--- src/rtl/wts_adsr_envelope_generator_nch.sv ---
// Time-multiplexed ADSR envelope generator: CHANNELS independent envelopes.
// Each channel ticks only in its own slot and reports its level and phase through one shared output register.
module wts_adsr_ch #(
  parameter int ENV_BITS  = 7,
  parameter int RATE_BITS = 8
) (
  input  logic                 clk,
  input  logic                 nreset,
  input  logic                 svc,
  input  logic                 key_on,
  input  logic                 key_release,
  input  logic                 key_off,
  input  logic                 retrig,
  input  logic [RATE_BITS-1:0] ar,
  input  logic [RATE_BITS-1:0] dr,
  input  logic [RATE_BITS-1:0] sr,
  input  logic [RATE_BITS-1:0] rr,
  input  logic [ENV_BITS-2:0]  sl,
  output logic [ENV_BITS-1:0]  lvl_nxt,
  output logic [2:0]           st_nxt
);
  typedef enum logic [2:0] {
    ST_IDLE    = 3'd0,
    ST_ATTACK  = 3'd1,
    ST_DECAY   = 3'd2,
    ST_SUSTAIN = 3'd3,
    ST_RELEASE = 3'd4
  } st_e;

  localparam logic [ENV_BITS-1:0] MAX = {1'b1, {(ENV_BITS-1){1'b0}}};

  st_e                  st, st_n;
  logic [ENV_BITS-1:0]  lvl, lvl_n, lvl_inc, lvl_dec;
  logic [RATE_BITS-1:0] cnt, cnt_n, rate, cnt_adv;
  logic [RATE_BITS:0]   cnt_inc;
  logic                 fire;

  always_comb begin
    rate = '0;
    case (st)
      ST_ATTACK:  rate = ar;
      ST_DECAY:   rate = dr;
      ST_SUSTAIN: rate = sr;
      ST_RELEASE: rate = rr;
      default:    rate = '0;
    endcase
  end

  // >= rather than == so that a rate lowered mid-phase still fires.
  assign cnt_inc = {1'b0, cnt} + 1'b1;
  assign fire    = (rate != '0) && (cnt_inc >= {1'b0, rate});
  assign cnt_adv = fire ? '0 : ((rate != '0) ? cnt_inc[RATE_BITS-1:0] : cnt);
  assign lvl_inc = lvl + 1'b1;
  assign lvl_dec = lvl - 1'b1;

  always_comb begin
    st_n  = st;
    lvl_n = lvl;
    cnt_n = cnt;
    if (key_off) begin
      st_n  = ST_IDLE;
      lvl_n = '0;
      cnt_n = '0;
    end else if (key_on) begin
      cnt_n = '0;
      lvl_n = retrig ? lvl : '0;
      if (ar == '0) begin
        lvl_n = MAX;
        st_n  = ST_DECAY;
      end else begin
        st_n  = ST_ATTACK;
      end
    end else if (key_release) begin
      if (st == ST_ATTACK || st == ST_DECAY || st == ST_SUSTAIN) begin
        st_n  = ST_RELEASE;
        cnt_n = '0;
      end
    end else if (svc) begin
      case (st)
        ST_ATTACK: begin
          if (lvl >= MAX) begin
            st_n  = ST_DECAY;
            cnt_n = '0;
          end else begin
            cnt_n = cnt_adv;
            if (fire) begin
              lvl_n = lvl_inc;
              if (lvl_inc == MAX) st_n = ST_DECAY;
            end
          end
        end
        ST_DECAY: begin
          if (lvl <= {1'b0, sl}) begin
            st_n  = ST_SUSTAIN;
            cnt_n = '0;
          end else begin
            cnt_n = cnt_adv;
            if (fire) lvl_n = lvl_dec;
          end
        end
        ST_SUSTAIN: begin
          cnt_n = cnt_adv;
          if (fire && lvl != '0) lvl_n = lvl_dec;
        end
        ST_RELEASE: begin
          if (lvl == '0) begin
            st_n  = ST_IDLE;
            cnt_n = '0;
          end else begin
            cnt_n = cnt_adv;
            if (fire) begin
              lvl_n = lvl_dec;
              if (lvl == ENV_BITS'(1)) st_n = ST_IDLE;
            end
          end
        end
        default: ;
      endcase
    end
  end

  always_ff @(posedge clk) begin
    if (!nreset) begin
      st  <= ST_IDLE;
      lvl <= '0;
      cnt <= '0;
    end else begin
      st  <= st_n;
      lvl <= lvl_n;
      cnt <= cnt_n;
    end
  end

  assign lvl_nxt = lvl_n;
  assign st_nxt  = st_n;
endmodule

module wts_adsr_envelope_generator_nch #(
  parameter int CHANNELS  = 5,
  parameter int ENV_BITS  = 7,
  parameter int RATE_BITS = 8,
  parameter int IDX_W     = $clog2(CHANNELS + 1),
  parameter int SL_BITS   = ENV_BITS - 1
) (
  input  logic                          clk,
  input  logic                          nreset,
  input  logic [IDX_W-1:0]              active,
  input  logic [CHANNELS-1:0]           key_on,
  input  logic [CHANNELS-1:0]           key_release,
  input  logic [CHANNELS-1:0]           key_off,
  input  logic [CHANNELS-1:0]           reg_retrig,
  input  logic [CHANNELS*RATE_BITS-1:0] reg_ar,
  input  logic [CHANNELS*RATE_BITS-1:0] reg_dr,
  input  logic [CHANNELS*RATE_BITS-1:0] reg_sr,
  input  logic [CHANNELS*RATE_BITS-1:0] reg_rr,
  input  logic [CHANNELS*SL_BITS-1:0]   reg_sl,
  output logic [ENV_BITS-1:0]           envelope,
  output logic [2:0]                    phase
);
  logic [CHANNELS-1:0][ENV_BITS-1:0] lvl_nxt;
  logic [CHANNELS-1:0][2:0]          st_nxt;
  logic [ENV_BITS-1:0]               sel_lvl;
  logic [2:0]                        sel_st;
  logic                              sel_hit;

  for (genvar g = 0; g < CHANNELS; g++) begin : g_lane
    wts_adsr_ch #(.ENV_BITS(ENV_BITS), .RATE_BITS(RATE_BITS)) u_ch (
      .clk         (clk),
      .nreset      (nreset),
      .svc         (active == IDX_W'(g)),
      .key_on      (key_on[g]),
      .key_release (key_release[g]),
      .key_off     (key_off[g]),
      .retrig      (reg_retrig[g]),
      .ar          (reg_ar[g*RATE_BITS +: RATE_BITS]),
      .dr          (reg_dr[g*RATE_BITS +: RATE_BITS]),
      .sr          (reg_sr[g*RATE_BITS +: RATE_BITS]),
      .rr          (reg_rr[g*RATE_BITS +: RATE_BITS]),
      .sl          (reg_sl[g*SL_BITS +: SL_BITS]),
      .lvl_nxt     (lvl_nxt[g]),
      .st_nxt      (st_nxt[g])
    );
  end

  // Post-update values of the serviced channel; no hit for out-of-range slots.
  always_comb begin
    sel_lvl = '0;
    sel_st  = '0;
    sel_hit = 1'b0;
    for (int i = 0; i < CHANNELS; i++) begin
      if (active == IDX_W'(i)) begin
        sel_lvl = lvl_nxt[i];
        sel_st  = st_nxt[i];
        sel_hit = 1'b1;
      end
    end
  end

  always_ff @(posedge clk) begin
    if (!nreset) begin
      envelope <= '0;
      phase    <= '0;
    end else if (sel_hit) begin
      envelope <= sel_lvl;
      phase    <= sel_st;
    end
  end
endmodule
--- config.mk ---
export PLATFORM = sky130hd
export DESIGN_NAME = wts_adsr_envelope_generator_nch
export DESIGN_NICKNAME = d
export VERILOG_FILES = /design/src/rtl/wts_adsr_envelope_generator_nch.sv
export SDC_FILE = /design/constraint.sdc
export NUM_CORES = 1
export LEC_CHECK = 0
export ABC_AREA = 1
export CAP_MARGIN = 40
export CORE_MARGIN = 5
export CORE_UTILIZATION = 40
export CTS_CLUSTER_SIZE = 28
export DETAILED_ROUTE_END_ITERATION = 10
export PLACE_DENSITY_LB_ADDON = 0.15
export SLEW_MARGIN = 20
export SYNTH_ARGS = -nofsm -noshare
export SYNTH_HDL_FRONTEND = slang
export SYNTH_HIERARCHICAL = 1
export SYNTH_SLANG_ARGS = --single-unit
--- constraint.sdc ---
create_clock -name clk -period 3.2 [get_ports clk]
set_clock_uncertainty 0.05 [all_clocks]
set_input_delay 0.8 -clock clk [delete_from_list [all_inputs] [get_ports clk]]
set_output_delay 0.8 -clock clk [all_outputs]
set_load 0.01 [all_outputs]
==> qor.yml <==
end_kind: "flop"
drt_pre_antenna_iters: 5
drc: 0
avgSynthCellArea_um2: 5.763
cts.htree.levels: 3
timing.rr.start: "g_lane[3].u_ch/st[0]"
synth.most_common_cell: "nand2_1"
max-vdd-ir-drop_mv: 0.2641
ios: 225
holdPathStages: 2
drive_gt1_share_pct: 26.18
ant_nets: 0
first_iter_violations: 930
status: "finished, final reports clean"
gr-total-overflow: 0
cts_buffers: 9
grt_pass1_vias: 15988
clock_sinks: 100
finalMaxSlewViolations: 0
worstMarginPinSlew_ns: 0.7303
drv_cap: 0
ys_top_cells_by_count: "nand2_1, nor2_1, inv_1, nand3_1, a21oi_1"
netlist_top_cells_area: "nand2_1, dfxtp_1, nand3_1"
drt-total-wl_um: 47560
core_area_um2: 32620
num_vias: 16649
wire_per_inst_um: 14.85
finalWorstPathRequiredPeriod_ns: 3.149
synth_seq_cells: 100
hp-class: "reg -> reg"
synthCells: 2304
clock_path_buffers: 2
grt_max_degree: 25
setup.worst_path.class: "in -> reg"
initial_core_util_pct: 40.71
place_congestion: 0.9446
rsz0062_at_grt: "yes"
synth_edf_count: 0
finalInstanceArea_um2: 19830
cp_data_arrival_time_ns: 3.36
stdcell_count: 3202
regToRegEndpoint: "envelope[4]"
yosysWarnings: 6
max_clock_freq_mhz: 317.6
required_ns: 3.41
postSynth.asyncResetShare_pct: 0
synth_top_area_share_pct: 16.71
netlist.top_cell.by_area: "nand2_1"
syn-num-nets: 2614
holdPathEnd: "g_lane[4].u_ch/cnt[3]"
rows: 66
setup_viol: 0
dieArea_um2: 36940
fin_nets: 3063
cp-start-kind: "input port"
slew_headroom_pct: 51.31
die_w_um: 192.2
fin_crit_sh_pct: 98.40
clock_latency_ns: 0.37
io_buffers: 224
hp-start: "g_lane[4].u_ch/cnt[3]"
reg2reg_slack_ns: 0.08
cts.clk_slew.worst_paths_ns: 0.07
cts_tree: "yes"
power_density_nw_per_um2: 240.7
netlist_area_um2: 13280
synth_cell_types: 49
dpl.hpwl_um: 37510
antenna_found_initial: 2
hold_viol_final: 0
synthFlopType: "dfxtp_1"
synthToLayoutAreaGrowth_pct: 49.30
cellLeakagePower_nw: 10.18
setup_tns_ns: 0
critPathMaxFanout: 4
numPlacedInstances: 3156
viasPerCell: 5.200
cts-root-buf: "clkbuf_16"
rr_worst_depth: 29
die_h_um: 192.2
track_usage_pct: 24.28
grt_pass1_wl_um: 75270
placedInstanceArea_um2: 17650
ys_seq_area_share_pct: 15.08
[logic make-up after synthesis]
group | Yosys count | synth area share, %
buf+inv | 386 | 12.27
compound gates | 273 | 11.62
simple gates | 1393 | 48.33
xor+xnor | 57 | 3.759
flops | 100 | 15.08
fa+ha+maj | 95 | 8.951
[registers in the layout, summed over array words and instances, names as in the netlist]
register,flops
envelope,7
g_lane.u_ch/cnt,40
g_lane.u_ch/lvl,35
g_lane.u_ch/st,15
phase,3
[power by group]
group          switching [mW]  total (mW)  internal, mW
combinational            1.15        2.08         0.927
sequential             0.0409        1.31          1.27
clock                   0.531        1.38         0.846
total                    1.73        4.77          3.05
[how the worst max path moves through the flow]
stage / from / cells past startpoint / end
2_1_floorplan: reg_sr[20] / 23 / envelope[5]
3_3_place_gp: reg_ar[20] / 24 / envelope[5]
3_5_place_dp: reg_ar[20] / 24 / envelope[5]
4_1_cts: reg_ar[36] / 27 / envelope[4]
5_1_grt: g_lane[3].u_ch/st[0] / 31 / envelope[4]
6_report: reg_sr[33] / 27 / envelope[6]
[through the flow]
step	setup slack, ns	utilization [%]	hold slack, ns	power, mW
floorplan	0.1363	-	0.4045	2.301
global placement	-0.7257	54.10	0.4208	3.106
detailed placement	-0.7275	54.10	0.4153	3.118
CTS	-0.008419	56.36	0.4268	4.598
global route	-0.1487	60.78	0.4701	5.041
finish	0.05122	60.78	0.4246	4.773
[timing repair]
action,in CTS,in global routing
endpoints found under the setup margin,14,46
buffers inserted,7,19
gates cloned,0,2
pin swaps,124,243
resized for setup,153,344
hold buffers,0,0
[worst max-delay path, cell delays in order]
cell             delay, ns
clkdlybuf4s50_1       0.45
nand2_1               0.06
nand2_1               0.10
nor2_2                0.06
ha_1                  0.27
nand2_1               0.06
inv_1                 0.07
nand3_2               0.08
nand3_2               0.06
nand2_1               0.05
nand2_1               0.06
nand2_2               0.07
nand2_4               0.12
nand2_4               0.09
a21oi_4               0.18
buf_6                 0.11
nand2_1               0.04
nand2_1               0.05
nand3_1               0.08
nand2_1               0.09
nand2_1               0.06
nand2_2               0.07
inv_1                 0.04
inv_1                 0.04
nand2_1               0.07
nand3_2               0.08
nor2_1                0.04
[cell type report]
type                            count  area [µm²]
Antenna cell                        2       5.005
Clock buffer                       10       229.0
Clock inverter                      6       133.9
Fill cell                        3160       12790
Inverter                          315        1221
Multi-Input combinational cell   1818       11030
Sequential cell                   100        2029
Tap cell                          442       553.0
Timing Repair Buffer              509        4621
[cells in the final DEF (no fill, tap or decap), types with 83 or more instances in the layout]
| cell type | Yosys | routed |
|---|---|---|
| ha_1 | 95 | 83 |
| inv_1 | 272 | 255 |
| nor2_1 | 291 | 238 |
| nand4_1 | 117 | 117 |
| nand2_1 | 591 | 532 |
| dfxtp_1 | 100 | 84 |
| buf_4 | 8 | 263 |
| nand3_1 | 258 | 176 |
| nand3_2 | 11 | 85 |
| a21oi_1 | 127 | 109 |
| clkdlybuf4s50_1 | 0 | 120 |
[routing by layer]
layer	GRT usage, %	vias to the layer above	wire (µm)
met3	3.362	56	2427
met2	42.59	442	22850
met5	0	-	0
met4	7.186	0	1093
met1	30.90	7698	21200
li1	-	8453	-
(Power assumes the default switching activity.)
